### config.mk
export PLATFORM = sky130hd
export DESIGN_NAME = regfile_2r1w
export DESIGN_NICKNAME = d
export VERILOG_FILES = /design/src/rtl/cpu_pkg.sv /design/src/rtl/reg_word.sv /design/src/rtl/regfile_2r1w.sv
export SDC_FILE = /design/constraint.sdc
export NUM_CORES = 1
export LEC_CHECK = 0
export CORE_MARGIN = 2
export CORE_UTILIZATION = 25
export CTS_CLUSTER_SIZE = 10
export DETAILED_ROUTE_END_ITERATION = 6
export PLACE_DENSITY = 0.43
export SETUP_SLACK_MARGIN = 0.3
export SLEW_MARGIN = 15
export SYNTH_ARGS = -nofsm -noshare
export SYNTH_HDL_FRONTEND = slang
export SYNTH_SLANG_ARGS = --single-unit
### constraint.sdc
create_clock -name clk -period 2.4 [get_ports clk]
set_input_delay 0.36 -clock clk [delete_from_list [all_inputs] [get_ports clk]]
set_output_delay 0.36 -clock clk [all_outputs]
set_load 0.01 [all_outputs]
### src/rtl/cpu_pkg.sv
// Shared CPU datapath constants.
//   WORD_W      : native datapath word width
//   RAM8_DEPTH  : word count of the small register bank
//   RAM64_DEPTH : word count of the larger RAM block
package cpu_pkg;

   localparam int unsigned WORD_W      = 16;
   localparam int unsigned RAM8_DEPTH  = 8;
   localparam int unsigned RAM64_DEPTH = 64;

endpackage : cpu_pkg

### src/rtl/reg_word.sv
// Single load register holding one data word and its valid bit.
//   clk    : rising-edge clock
//   rst_n  : asynchronous active-low reset, clears word and valid
//   clear  : synchronous clear of word and valid, wins over load
//   load   : capture in and set valid
//   in     : write data
//   q      : stored word
//   valid  : word has been written since the last reset/clear
module reg_word #(
   parameter int unsigned WIDTH = cpu_pkg::WORD_W
) (
   input  logic             clk,
   input  logic             rst_n,
   input  logic             clear,
   input  logic             load,
   input  logic [WIDTH-1:0] in,
   output logic [WIDTH-1:0] q,
   output logic             valid
);

   logic [WIDTH-1:0] q_q;
   logic             valid_q;

   always_ff @(posedge clk or negedge rst_n) begin
      if (!rst_n) begin
         q_q     <= '0;
         valid_q <= 1'b0;
      end else if (clear) begin
         q_q     <= '0;
         valid_q <= 1'b0;
      end else if (load) begin
         q_q     <= in;
         valid_q <= 1'b1;
      end
   end

   assign q     = q_q;
   assign valid = valid_q;

endmodule : reg_word

### src/rtl/regfile_2r1w.sv
// Register file: one synchronous write port, two combinational read ports,
// synchronous clear-all, optional write-through bypass and per-word valid
// tracking with a count of valid words.
//   clk, rst_n        : clock, asynchronous active-low reset
//   load, waddr, in   : write enable, address, data (out-of-range ignored)
//   clear             : synchronous clear of all words, wins over load
//   raddr_a, raddr_b  : read addresses
//   out_a, out_b      : read data (0 when out of range)
//   valid_a, valid_b  : valid bit of the addressed word (0 when out of range)
//   wr_count          : number of valid words, 0..DEPTH
module regfile_2r1w
   import cpu_pkg::*;
#(
   parameter int unsigned WIDTH  = WORD_W,
   parameter int unsigned DEPTH  = RAM8_DEPTH,
   parameter int unsigned AW     = $clog2(DEPTH),
   parameter bit          BYPASS = 1'b0
) (
   input  logic             clk,
   input  logic             rst_n,
   input  logic             load,
   input  logic [AW-1:0]    waddr,
   input  logic [WIDTH-1:0] in,
   input  logic             clear,
   input  logic [AW-1:0]    raddr_a,
   input  logic [AW-1:0]    raddr_b,
   output logic [WIDTH-1:0] out_a,
   output logic [WIDTH-1:0] out_b,
   output logic             valid_a,
   output logic             valid_b,
   output logic [AW:0]      wr_count
);

   logic [WIDTH-1:0] word_q [DEPTH];
   logic [DEPTH-1:0] valid_vec;
   logic [DEPTH-1:0] waddr_dec;
   logic [DEPTH-1:0] load_vec;
   logic             wr_en;
   logic             new_word;
   logic [AW:0]      wr_count_q;

   // Decode only covers 0..DEPTH-1, so an empty decode means out of range.
   for (genvar i = 0; i < DEPTH; i++) begin : g_word
      assign waddr_dec[i] = (waddr == AW'(i));
      assign load_vec[i]  = wr_en & waddr_dec[i];

      reg_word #(
         .WIDTH(WIDTH)
      ) u_reg_word (
         .clk  (clk),
         .rst_n(rst_n),
         .clear(clear),
         .load (load_vec[i]),
         .in   (in),
         .q    (word_q[i]),
         .valid(valid_vec[i])
      );
   end

   assign wr_en    = load & ~clear & (|waddr_dec);
   assign new_word = |(load_vec & ~valid_vec);

   // Only invalid->valid transitions count, so this saturates at DEPTH.
   always_ff @(posedge clk or negedge rst_n) begin
      if (!rst_n) begin
         wr_count_q <= '0;
      end else if (clear) begin
         wr_count_q <= '0;
      end else if (new_word) begin
         wr_count_q <= wr_count_q + (AW+1)'(1);
      end
   end

   assign wr_count = wr_count_q;

   // Read muxes; an address with no matching word leaves the zero default.
   always_comb begin
      out_a   = '0;
      valid_a = 1'b0;
      out_b   = '0;
      valid_b = 1'b0;
      for (int unsigned i = 0; i < DEPTH; i++) begin
         if (raddr_a == AW'(i)) begin
            out_a   = word_q[i];
            valid_a = valid_vec[i];
         end
         if (raddr_b == AW'(i)) begin
            out_b   = word_q[i];
            valid_b = valid_vec[i];
         end
      end
      if (BYPASS) begin
         if (wr_en && (raddr_a == waddr)) begin
            out_a   = in;
            valid_a = 1'b1;
         end
         if (wr_en && (raddr_b == waddr)) begin
            out_b   = in;
            valid_b = 1'b1;
         end
      end
   end

endmodule : regfile_2r1w

======== Word-level counts from Yosys, hierarchy flattened ========
Index checks and enable logic that the tools add are counted.
storage, ports and cells
  register bits ........................... 140
  logic and storage cells ................. 132
  output and inout port bits .............. 38
  bits of input ports ..................... 29
cells by class
  mux-type cells .......................... 66
  reductions and logical operators ........ 14
  bitwise operators ....................... 13
  add/sub/neg operators ................... 1
  equal/unequal tests ..................... 21
operators by type and width
  cell                                                                   number
  16-bit two-way mux                                                     32
  3-bit equality test, second input constant                             12
  1-bit two-way mux                                                      32
  3-bit by 2-bit equality test with 1-bit output, second input constant  6
  2-bit nonzero test                                                     9
  8-bit OR reduction                                                     2
  1-bit bitwise AND                                                      10
  3-bit by 1-bit equality test with 1-bit output, second input constant  3
  3-bit zero test                                                        3
  8-bit bitwise AND                                                      1
  4-bit two-way mux                                                      2
  8-bit NOT                                                              1
  4-bit by 1-bit adder with 4-bit output, second input constant          1
  1-bit NOT                                                              1

======== Logic depth before layout (Yosys ltp) ========
  depth after elaboration ................. 9
  mapped depth ............................ 7
  gate-level depth less buffers ........... 4

======== Hierarchy ========
From an unflattened synthesis, not the netlist that was laid out.
second synthesis, totals
  cells, all modules ...................... 836
  area total of the unflattened synthesis .. 8,252.9 µm²
modules (own cells, without submodules)
  module        seq. area each (µm²)  area each (µm²)  instances  cells an instance
  reg_word      425.4                 694.4            8          55
  regfile_2r1w  100.1                 2,697.6          1          396

======== Worst setup path after synthesis ========
No wires, ideal clock.
  path kind ............................... input to output
  from .................................... in raddr_b[2]
  to ...................................... out out_b[4]
  data arrival time ....................... 1.658 ns
  required time ........................... 2.040 ns
  path slack .............................. 0.382 ns
  buffers on the path ..................... 3
  cell stages on the path ................. 6
  cell sequence ........................... buf_2 clkbuf_1 clkbuf_1 mux4_2 nand2_1 nand2_1
on the way
  longest elaborated chain between the ends .. 9
  elaborated cells on any way between the ends .. 16
  those cells by class .................... 7 x eq/ne; 8 x mux; 1 x reduce/logical
RTL lines
  item                             line                text
  from (decl)                      regfile_2r1w.sv:26  input logic [AW-1:0] raddr_b,
  3-bit zero test                  regfile_2r1w.sv:87  if (raddr_b == AW'(i)) begin
  16-bit two-way mux (7 in a row)  regfile_2r1w.sv:87
  16-bit two-way mux *             regfile_2r1w.sv:87
  to (decl)                        regfile_2r1w.sv:28  output logic [WIDTH-1:0] out_b,
Every way passes the cells marked *; elsewhere a longest branch is shown, timed or not.

======== Worst setup path after layout ========
  from .................................... reg g_word[0].u_reg_word.q_q[3]
  to ...................................... out out_a[3]
on the way
  longest elaborated chain between the ends .. 8
RTL lines
  item                             line                text
  from (decl)                      reg_word.sv:21      logic [WIDTH-1:0] q_q;
  from (signal assigned)           reg_word.sv:32      q_q <= in;
  16-bit two-way mux (8 in a row)  regfile_2r1w.sv:83  if (raddr_a == AW'(i)) begin
  to (decl)                        regfile_2r1w.sv:27  output logic [WIDTH-1:0] out_a,
Every way passes these cells.

==> results.sh <==
export IMPL_run_status="completed"
export IMPL_finalHoldViolations=0
export IMPL_initial_utilization_pct=25.47
export IMPL_growth_of_design_area_from_synthesis_to_finish_pct=33.10
export IMPL_synth_avg_cell_area_um2=9.055
export IMPL_maximum_number_of_pins_on_one_net_before_global_route_repair=72
export IMPL_antenna_found_initial=0
export IMPL_critical_path_slowest_cell="mux4_2"
export IMPL_combinationalPowerShare_pct=14.1
export IMPL_drt_drc_violations_left=0
export IMPL_diodes=0
export IMPL_cts_buffers=17
export IMPL_ys_warn_count=0
export IMPL_crit_fanout=2
export IMPL_first_global_vias=7405
export IMPL_topRoutingLayerUsed="met4"
export IMPL_mappedNetlistArea_um2=8059
export IMPL_hold_path_cell_cnt=2
export IMPL_clk_path_buf_depth=2
export IMPL_p_switching_mw=1.645
export IMPL_grt_first_pass_wirelength_um=47010
export IMPL_worstSetupPathType="flip-flop to output port"
export IMPL_final_max_tran_viols=0
export IMPL_wl_met1_um=14630
export IMPL_final_critical_path_setup_slack_ps=234.8
export IMPL_power_leakage_nw=4.753
export IMPL_sw_frac_of_total_pct=28.15
export IMPL_timing_worst_slew_pin_value_ps=798.4
export IMPL_routed_wl_met3_um=1190
export IMPL_place_port_buffers=66
export IMPL_worstSetupStartpoint="g_word[0].u_reg_word.q[3]"
export IMPL_worst_setup_hold_path_clk_slew_ps=70
export IMPL_clock_skew_ps=10.12
export IMPL_final_nets=1057
export IMPL_detail_route_antenna_nets=0
export IMPL_die_h_um=183.5
export IMPL_clock_sink_count=140
export IMPL_number_of_nets_produced_by_synthesis=920
export IMPL_max_cap_violations=0
export IMPL_total_grt_overflow=0
export IMPL_setup_viol_count_final=0
export IMPL_yosys_area_top_type="dfrtp_1"
export IMPL_multiInputGateArea_um2=4309
export IMPL_post_route_cells_drive_above_1_share_pct=25.48
export IMPL_critPathMaxStageDelay_ps=450
export IMPL_powerDensity_nw_per_um2=544.9
export IMPL_final_fill_count=3234
export IMPL_crit_reg2reg_launch="g_word[2].u_reg_word.valid"
export IMPL_routedWlPerCell_um=21.32
export IMPL_ff2ff_setup_slack_ps=420
export IMPL_worst_hold_margin_ps=293.4
export IMPL_timing_critical_path_cells="buf_6 -> mux4_2 -> o21a_1 -> buf_2"
export IMPL_min_from="clear"
export IMPL_core_area_um2=31640
export IMPL_wl_met2_um=14530
export IMPL_worst_r2r_path_depth=6
export IMPL_fp_dieArea_um2=33690
export IMPL_rr_endpoint="wr_count[3]"
export IMPL_root_buffer="clkbuf_16"
export IMPL_clock_insertion_delay_worst_skew_ps=430
export IMPL_worst_endpoint_arrival_ps=1810
export IMPL_max_vdd_ir_drop_v=0.0004943
export IMPL_synth_seq_area_share_pct=43.47
export IMPL_intPower_mw=4.200
export IMPL_synth_top_area_share_pct=43.47
export IMPL_hold_end="wr_count[1]"
export IMPL_syn_instance_count=890
export IMPL_routed_via_count=7278
export IMPL_h_tree_depth=4
export IMPL_startpoint_type="flip-flop"
export IMPL_floorplan_io_pins=67
export IMPL_grt_util_all_layers_pct=18.83
export IMPL_worst_slew_margin_rel_pct=46.78
export IMPL_highest_clock_frequency_the_design_can_meet_ghz=0.4619
export IMPL_worstHoldPathType="primary input to flip-flop"
export IMPL_fin_crit_sh_pct=90.22
export IMPL_routabilityCongestion=0.8031
export IMPL_cp_end_kind="output port"
export IMPL_initial_drt_pass_iterations=5
export IMPL_rsz0062_at_grt="yes"
export IMPL_post_place_cells=1375
export IMPL_layout_cells_excl_fill=1442
export IMPL_tritoncts="built"
export IMPL_dpl_instance_area_um2=9862
export IMPL_die_width_um=183.5
export IMPL_routed_via_density=5.047
export IMPL_drt_total_wl_um=30740
export IMPL_final_cell_area_um2=10730
export IMPL_drt_first_iter_violations=605
export IMPL_number_of_rows_in_the_core_area=65
export IMPL_area_sequential_um2=3505
export IMPL_sequential_group_share_of_total_power_pct=41.5
export IMPL_cp_data_required_time_ps=2040
export IMPL_ys_ff_latch=140
export IMPL_timing_final_crit_period_ps=2165
export IMPL_clkPwrFrac_pct=44.4
export IMPL_post_synth_num_cell_types=39
export IMPL_dp_slack_ps=-672.9
export IMPL_detailedPlacementHpwl_um=20500
export IMPL_ys_top_cells_by_area="dfrtp_1, mux2i_1, nand2_1, mux4_2, a21oi_1"
==> how the worst max path moves through the flow <==
stage                      to  slack [ps]  cells after the start
detailed placement   out_a[2]        -670                      8
global placement     out_a[2]        -690                      8
global route         out_a[3]         210                      4
CTS                 out_b[12]         130                      5
floorplan            out_b[4]         380                      6
finish               out_a[3]         230                      4
==> timing repair <==
item                                    in CTS  in global routing
pin swaps                                   25                 23
hold endpoints to repair                    56                  0
setup buffers                               21                 13
hold buffers                                 1                  0
gates resized for setup                    146                 50
endpoints found under the setup margin      34                 32
==> Yosys cell counts, drive strengths merged <==
master and n:
and3 3, o221ai 9, o21ai 45, nand2 176
a21o 7, o22ai 1, nand3b 14, o2bb2ai 8
nor2 114, or2 2, or3 1, mux4 25
a311o 8, mux2 2, a22oi 1, inv 9
o32ai 1, dfrtp 140, a22o 12, buf 23
o21a 1, xnor2 1, nand4 1, a31o 1
nand4b 1, o211ai 2, ha 1, mux2i 94
nand3 3, clkbuf 64, nand2b 3, nor3 2
a21oi 86, nor2b 17, a221oi 12
==> placed cells by master, fill, tap and decap left out, types with 4 or more instances in the layout <==
| cell | synthesis | final |
|---|---|---|
| nor2b_1 | 17 | 17 |
| a311o_1 | 8 | 8 |
| a221oi_2 | 0 | 10 |
| o21ai_0 | 45 | 23 |
| o2bb2ai_1 | 8 | 8 |
| nand2_1 | 176 | 175 |
| o21ai_1 | 0 | 19 |
| clkdlybuf4s50_1 | 0 | 24 |
| buf_4 | 0 | 114 |
| a22o_1 | 12 | 12 |
| nor2_1 | 114 | 112 |
| a21o_1 | 7 | 7 |
| mux2i_1 | 94 | 92 |
| clkbuf_16 | 0 | 17 |
| clkinv_4 | 0 | 4 |
| inv_1 | 9 | 9 |
| o221ai_1 | 9 | 8 |
| clkbuf_2 | 0 | 12 |
| buf_6 | 1 | 11 |
| dfrtp_1 | 140 | 139 |
| a21oi_1 | 86 | 80 |
| nand3b_1 | 14 | 14 |
| a21oi_2 | 0 | 6 |
| mux4_2 | 25 | 25 |
| buf_12 | 0 | 18 |
| buf_2 | 15 | 18 |
| clkdlybuf4s15_1 | 0 | 4 |
==> worst max-delay path: cells and delay by family (launching register included) <==
| family | cells | cell delay (ps) |
|---|---|---|
| muxes | 1 | 450 |
| buffers and inverters | 2 | 280 |
| AOI/OAI and AO/OA | 1 | 230 |
| DFF | 1 | 410 |
==> power groups by stage <==
stage	Sequential, mW	Combinational [mW]	Clock (mW)
after global routing	2.43	0.890	2.76
after floorplan	2.46	0.362	0
after CTS	2.43	0.817	2.65
after global placement	2.47	0.796	0
final	2.43	0.824	2.59
after detailed placement	2.47	0.796	0
==> metrics by stage <==
step / setup TNS, ps / util (%) / power (mW)
3_3_place_gp: -8284 / 31.17 / 3.268
3_5_place_dp: -8275 / 31.17 / 3.267
4_1_cts: 0 / 33.63 / 5.898
2_1_floorplan: 0 / - / 2.823
5_1_grt: 0 / 33.91 / 6.082
6_report: 0 / 33.91 / 5.845
==> per-layer routing <==
layer,vias to the layer above,track usage (%)
met1,3709,26.82
met2,171,29.98
met4,0,4.576
li1,3372,-
met3,26,2.853
met5,-,0
==> area by class of cell <==
class | instances | share of cell area [%]
multi-input cells | 654 | 40.17
clock inverters | 12 | 1.073
repair buffers | 205 | 16.91
clock buffers | 20 | 4.164
well taps | 402 | 4.689
inverters | 9 | 0.3149
flip-flops and latches | 140 | 32.67
==> kinds of logic after synthesis <==
family                     Yosys count  share of synthesized area [%]
adders and majority gates            1                         0.1552
xor gates and xnor gates             1                         0.1087
AOI/OAI and AO/OA                  194                          15.14
muxes                              121                          18.94
buffers and inverters               96                          4.797
DFF                                140                          43.47
and+or+nand+nor                    337                          17.39
==> sequential cells by signal, summed over array words and instances, names as in the netlist <==
register	flops
wr_count	4
g_word.u_reg_word.q	128
g_word.u_reg_word.valid	8
(Power assumes the default switching activity.)
